### src/rtl/dadda_mul16_seq_pkg.sv
// Shared types for the sequential 16x16 multiplier built around an external 8x8 Dadda array.
package dadda_pkg;

   localparam int N = 8;

   typedef enum logic [1:0] {
      IDLE = 2'd0,
      MUL  = 2'd1,
      DONE = 2'd2
   } state_t;

   typedef logic [1:0] pass_t;

endpackage

### src/rtl/dadda_mul16_seq.sv
// Four-pass 2N x 2N multiply sequencer driving one shared external N x N multiplier.
// Define MUL_SIGNED_EN for two's-complement operands (sign-magnitude around the unsigned core).
//
// state | meaning
// IDLE  | ready for a request, multiplier inputs quiet
// MUL   | passes 0..3, one partial product accumulated per cycle
// DONE  | result held on out_p until out_ready
module dadda_mul16_seq
   import dadda_pkg::*;
(
   input  logic           clk,
   input  logic           rst_n,
   input  logic           in_valid,
   output logic           in_ready,
   input  logic [2*N-1:0] in_a,
   input  logic [2*N-1:0] in_b,
   output logic [N-1:0]   mul_a,
   output logic [N-1:0]   mul_b,
   input  logic [2*N-1:0] mul_p,
   output logic           out_valid,
   input  logic           out_ready,
   output logic [4*N-1:0] out_p,
   output logic           busy
);

   state_t         state, state_nxt;
   pass_t          pass;
   logic [2*N-1:0] a_r, b_r;
   logic [2*N-1:0] a_in, b_in;
   logic [4*N-1:0] acc, acc_nxt, acc_fin;
   logic [5:0]     shamt;
   logic           accept, final_pass;

`ifdef MUL_SIGNED_EN
   logic neg;
   // -2^(2N-1) negates to itself, which is already the correct unsigned magnitude
   assign a_in    = in_a[2*N-1] ? -in_a : in_a;
   assign b_in    = in_b[2*N-1] ? -in_b : in_b;
   assign acc_fin = neg ? -acc_nxt : acc_nxt;
`else
   assign a_in    = in_a;
   assign b_in    = in_b;
   assign acc_fin = acc_nxt;
`endif

   always_comb begin
      unique case (pass)
         2'd0:    shamt = 6'd0;
         2'd3:    shamt = 6'(2*N);
         default: shamt = 6'(N);
      endcase
   end

   assign acc_nxt = acc + ({{(2*N){1'b0}}, mul_p} << shamt);

   always_ff @(posedge clk or negedge rst_n) begin
      if (!rst_n) state <= IDLE;
      else        state <= state_nxt;
   end

   always_comb begin
      state_nxt  = state;
      in_ready   = 1'b0;
      busy       = 1'b1;
      mul_a      = '0;
      mul_b      = '0;
      accept     = 1'b0;
      final_pass = 1'b0;
      case (state)
         IDLE: begin
            in_ready = 1'b1;
            busy     = 1'b0;
            if (in_valid) begin
               accept    = 1'b1;
               state_nxt = MUL;
            end
         end
         MUL: begin
            mul_a = pass[0] ? a_r[2*N-1:N] : a_r[N-1:0];
            mul_b = pass[1] ? b_r[2*N-1:N] : b_r[N-1:0];
            if (pass == 2'd3) begin
               final_pass = 1'b1;
               state_nxt  = DONE;
            end
         end
         DONE: begin
            if (out_ready) state_nxt = IDLE;
         end
         default: state_nxt = IDLE;
      endcase
   end

   always_ff @(posedge clk or negedge rst_n) begin
      if (!rst_n) begin
         pass      <= '0;
         acc       <= '0;
         a_r       <= '0;
         b_r       <= '0;
         out_p     <= '0;
         out_valid <= 1'b0;
`ifdef MUL_SIGNED_EN
         neg       <= 1'b0;
`endif
      end else if (accept) begin
         a_r  <= a_in;
         b_r  <= b_in;
         acc  <= '0;
         pass <= '0;
`ifdef MUL_SIGNED_EN
         neg  <= in_a[2*N-1] ^ in_b[2*N-1];
`endif
      end else if (state == MUL) begin
         acc  <= acc_nxt;
         pass <= pass + 2'd1;
         if (final_pass) begin
            out_p     <= acc_fin;
            out_valid <= 1'b1;
         end
      end else if (state == DONE && out_ready) begin
         out_valid <= 1'b0;
      end
   end

endmodule

### config.mk
export PLATFORM = sky130hd
export DESIGN_NAME = dadda_mul16_seq
export DESIGN_NICKNAME = d
export VERILOG_FILES = /design/src/rtl/dadda_mul16_seq_pkg.sv /design/src/rtl/dadda_mul16_seq.sv
export SDC_FILE = /design/constraint.sdc
export NUM_CORES = 1
export LEC_CHECK = 0
export BUFFER_PORTS_ARGS = -buffer_cell sky130_fd_sc_hd__buf_2
export CAP_MARGIN = 30
export CORE_AREA = 2 2 118 120
export CTS_CLUSTER_SIZE = 10
export DETAILED_ROUTE_END_ITERATION = 8
export DIE_AREA = 0 0 120 122
export PLACE_DENSITY = 0.66
export RECOVER_POWER = 50
export SYNTH_ARGS = -nofsm -noshare
export SYNTH_HDL_FRONTEND = slang
export SYNTH_SLANG_ARGS = --single-unit
export TNS_END_PERCENT = 10
### constraint.sdc
create_clock -name clk -period 6.4 [get_ports clk]
set_clock_uncertainty 0.1 [all_clocks]
set_input_delay 0.32 -clock clk [delete_from_list [all_inputs] [get_ports clk]]
set_output_delay 0.32 -clock clk [all_outputs]
set_load 0.05 [all_outputs]
After elaboration in Yosys (flattened, before gate mapping)
Index checks and enable logic that the tools add are counted.
Word-level totals
  flip-flop bits (word level): 101
  input bits: 52
  output and inout bits: 51
Operators by class
  add/subtract/negate cells: 2
  equal/unequal tests: 7
  shifts and indexed selects: 1
  mux-type cells: 22
  bitwise logic cells: 1
  reduce and logical (&&, ||, !) cells: 8
Operators with widths (count)
  2-to-1 mux 32 bit: 2
  adder 32 bit: 1
  2-to-1 mux 8 bit: 4
  << shifter 16 x 6 -> 32 bit: 1
  2-to-1 mux 2 bit: 5
  one-hot mux 5 bit (2 select lines): 1
  2-to-1 mux 1 bit: 9
  AND reduction 3 bit: 3
  inequality test 2 bit (second input constant): 4
  one-hot mux 2 bit (3 select lines): 1
  equality test 2 bit (second input constant): 2
  logical NOT 2 bit: 2
  nonzero test 2 bit: 2
  adder 2 x 1 -> 2 bit (second input constant): 1
  equality test 2 x 1 -> 1 bit (second input constant): 1
  logical AND 1 bit: 1
  inverter 1 bit: 1

Longest topological paths before layout
  depth after elaboration: 6
  gate-level depth with buffers: 15
  depth with buffers taken out: 12

Worst setup path before layout
No wires, ideal clock.
  path type: register to register
  start point: register pass[0]
  end point: register out_p[30]
  setup time: 0.124 ns
  arrival time: 3.472 ns
  data required time: 6.176 ns
  setup slack: 2.704 ns
  stages on the path, launching flop included: 15
  path buffers: 2
  period minus slack after synthesis: 3.696 ns
  cells stage by stage: dfrtp_1 ha_1 clkbuf_1 buf_1 nor2_1 and2_1 fa_1 a211oi_1 nor2_2 o21ai_2 or3_4 a21oi_2 a31oi_1 nor4b_1 a211o_1
On the way
  cells in the longest elaborated chain, start to end: 4
Ends and longest elaborated chain
  start: declaration: line dadda_mul16_seq.sv:27  | pass_t pass;
  start signal: assignment: line dadda_mul16_seq.sv:114  | pass <= pass + 2'd1;
  equality test 2 bit / logical NOT 2 bit (equally long branches): line dadda_mul16_seq.sv:47, dadda_mul16_seq.sv:81
  one-hot mux 5 bit (2 select lines) / 2-to-1 mux 1 bit (equally long branches): line dadda_mul16_seq.sv:47, dadda_mul16_seq.sv:81
  << shifter 16 x 6 -> 32 bit / 2-to-1 mux 1 bit (equally long branches): line dadda_mul16_seq.sv:54, dadda_mul16_seq.sv:69
  adder 32 bit / AND reduction 3 bit (equally long branches)
  end signal: assignment: line dadda_mul16_seq.sv:116  | out_p <= acc_fin;
  end: declaration: line dadda_mul16_seq.sv:22  | output logic [4*N-1:0] out_p,
Several ways; a longest one is shown, not always the timed one.
A chain may end at the register's enable or synchronous reset.

Worst setup path after layout
Ends and elaborated chain as after synthesis.

==> metrics <==
max_slew headroom=-88.4%; Layout Area Growth over Synthesis=15.0%; post-synthesis instance total=approximately 700; drc violations=0; height of the die=122 um; number of diodes added for antenna fixing=0; level count of the clock H-tree=3; count of hold-fix buffers inserted at cts=1; drt first-iter violations=270; cell chosen for the clock root=sky130_fd_sc_hd__clkbuf_16; clock sink total=101; weighted congestion at the end of routability-driven global placement=0.956; sum of negative setup slack=0 ps; classification of the worst setup path=flip-flop to flip-flop; Resized cells post-CTS=0; Synth async-reset ratio=100%; area leader, netlist=sky130_fd_sc_hd__dfrtp_1; mean instance size in the synthesized netlist=roughly 8.5 um^2; path class of the lowest-slack min-delay path=input pin to flip-flop; first-pass GRT wire length=approximately 25 mm; Starting Density=between 40% and 50%; status=finished with violations; core box area=13500 um^2; DP Wirelength=11.4 mm; number of nets with antenna violations after detailed routing=0; worst path required time=6550 ps; setup-violating endpoint count in the final report=0; overflow left after global routing=0; type of element launching the critical path=flip-flop; Synth Net Count=approximately 790; Final Slew Violations=109; max-cap violations=2; total number of yosys warnings=0; number of I/O pins=103; dominant cells by area after synthesis=sky130_fd_sc_hd__dfrtp_1 (42%), sky130_fd_sc_hd__nand2_1 (11%), sky130_fd_sc_hd__ha_1 (7.1%); Pre-antenna DRT Iters=5; count of buffers from port buffering=approximately 100; number of antenna violations at the first check in global routing=0; number of placed instances with taps included=948; CTS buffer count=9; CTS tree=yes; Most used DFF post-synth=sky130_fd_sc_hd__dfrtp_1; setup repair after global routing missed its margin=false; number of buffers inserted by post-CTS setup repair=0; share of Yosys cell area claimed by the top area cell type=42.2%; CTS Buffer Depth=2; layout cells sized above 1=13.5%; number of enable-type register cells in the synthesized netlist=0; number of global-route vias before repair=between 5000 and 6000; Site Rows=43; combined global-route utilization of all metal layers=21.3%; proportion of synthesized chip area in sequential cells=42.2%; post-synthesis cell area=5990 um^2; pin count of the biggest net entering global routing=57; share of the cycle needed by the critical path after routing=67.6%; number of cells traversed by the worst hold path=3; layout net count=867; element type at the critical path end=flip-flop; slew at the pin closest to its max-slew limit=2830 ps; maximum frequency from static timing analysis=231 MHz; clock period minus final worst setup slack=4320 ps; flop2flop setup slack=2080 ps; worst reg-to-reg path cell count=12; Finished Layout Cells=965; final hold violation count=0; clock transition at the register clock pins on the worst setup and hold paths after CTS=around 80 ps; total routed wirelength=15.0 mm; Netlist cell types=55; data arrival time at the worst-slack endpoint=between 4000 and 5000 ps; clk_lat worst skew=360 ps; routed vias/inst=5.35; width of the die=roughly 120 um; flop and latch count out of synthesis=101; maximum net fanout on the critical path=15; Die Area=14600 um^2; violated checks=capacitance limit, slew limit; total number of vias=5161; wire length per cell after detailed routing=15.5 um
flip-flops by register name (all words and copies together) (netlist names):
signal and flops:
b_r 16, pass 2, acc 32, out_valid 1, a_r 16, state 2
out_p 32
layer usage:
layer	share of wire, %	GRT usage [%]	wire (um)	vias to the layer above
met3	6.0	3.70	894	26
met5	0	0	0	-
li1	-	-	-	2573
met1	45	27.8	6770	2413
met2	46	34.7	6940	149
met4	2.6	9.49	393	0
stage by stage:
step	util, %	instance area [um^2]	hold WS [ps]	setup WS [ps]
2_1_floorplan	-	5990	-75.6	2700
3_3_place_gp	48.9	6600	290	2280
3_5_place_dp	49.1	6630	295	2140
4_1_cts	51.4	6940	35.0	2140
5_1_grt	51.0	6890	54.8	1670
6_report	51.0	6890	51.2	2080
path summary, 6_finish.rpt:
kind	start	end
max	pass[0]	out_p[30]
min	in_b[13]	b_r[13]
max reg2reg	pass[0]	out_p[30]
min reg2reg	b_r[3]	b_r[3]
max in group asynchronous	rst_n	acc[27]
min in group asynchronous	rst_n	acc[9]
synthesized netlist by cell type (12+ instances only):
master,number
sky130_fd_sc_hd__a21oi_1,31
sky130_fd_sc_hd__clkbuf_1,31
sky130_fd_sc_hd__dfrtp_1,101
sky130_fd_sc_hd__ha_1,34
sky130_fd_sc_hd__mux2i_1,24
sky130_fd_sc_hd__nand2_1,170
sky130_fd_sc_hd__nand3_1,25
sky130_fd_sc_hd__nor2_1,45
sky130_fd_sc_hd__nor2b_1,12
sky130_fd_sc_hd__o21ai_0,80
sky130_fd_sc_hd__xnor2_1,16
sky130_fd_sc_hd__xor2_1,12
cell families after synthesis:
kind of cell / share of synthesized area, %
simple gates: 20.8
flops: 42.2
xor+xnor: 4.10
mux: 4.39
compound gates: 18.1
fa+ha+maj: 7.44
buf+inv: 2.99
cell type report:
cell class	count	area, um^2
tap	180	225
sequential	101	2530
clock inverter	6	71.3
inverter	6	22.5
clock buffer	10	229
multi-input combinational	554	3290
timing repair buffer	108	527
fill	1344	6620
critical path: stages (launching register included):
cell and delay [ps]:
sky130_fd_sc_hd__dfrtp_1 580, sky130_fd_sc_hd__ha_1 780, sky130_fd_sc_hd__nor2b_1 450, sky130_fd_sc_hd__a22o_1 280, sky130_fd_sc_hd__ha_1 320, sky130_fd_sc_hd__a21oi_1 250, sky130_fd_sc_hd__o21ai_0 130, sky130_fd_sc_hd__a21o_1 190
sky130_fd_sc_hd__a221oi_2 250, sky130_fd_sc_hd__o21ai_0 110, sky130_fd_sc_hd__a31oi_1 340, sky130_fd_sc_hd__nor4b_1 120, sky130_fd_sc_hd__a211o_1 310
placed cells by master, fill, tap and decap left out, types with 3 or more instances in the layout:
cell                        count
sky130_fd_sc_hd__o21ai_0       80
sky130_fd_sc_hd__o211ai_1       5
sky130_fd_sc_hd__dfrtp_1      101
sky130_fd_sc_hd__ha_1          34
sky130_fd_sc_hd__xor2_1        12
sky130_fd_sc_hd__nand4_1        7
sky130_fd_sc_hd__nor3_1         7
sky130_fd_sc_hd__a31oi_1        5
sky130_fd_sc_hd__clkbuf_1      38
sky130_fd_sc_hd__a21oi_1       31
sky130_fd_sc_hd__o21bai_1       6
sky130_fd_sc_hd__inv_1          6
sky130_fd_sc_hd__a211oi_1       3
sky130_fd_sc_hd__nor2b_1       12
sky130_fd_sc_hd__o21ai_1        8
sky130_fd_sc_hd__and2_1         9
sky130_fd_sc_hd__a21o_1         7
sky130_fd_sc_hd__clkbuf_16      9
sky130_fd_sc_hd__a21boi_0       3
sky130_fd_sc_hd__mux2i_1       24
sky130_fd_sc_hd__a22o_1         7
sky130_fd_sc_hd__nand3_1       25
sky130_fd_sc_hd__buf_2         66
sky130_fd_sc_hd__nand2_1      169
sky130_fd_sc_hd__xnor2_1       16
sky130_fd_sc_hd__nor2_1        45
sky130_fd_sc_hd__a21oi_2        3
Power is not shown: default switching activity piles up to over one toggle a cycle in this logic, so the estimate is an artifact.
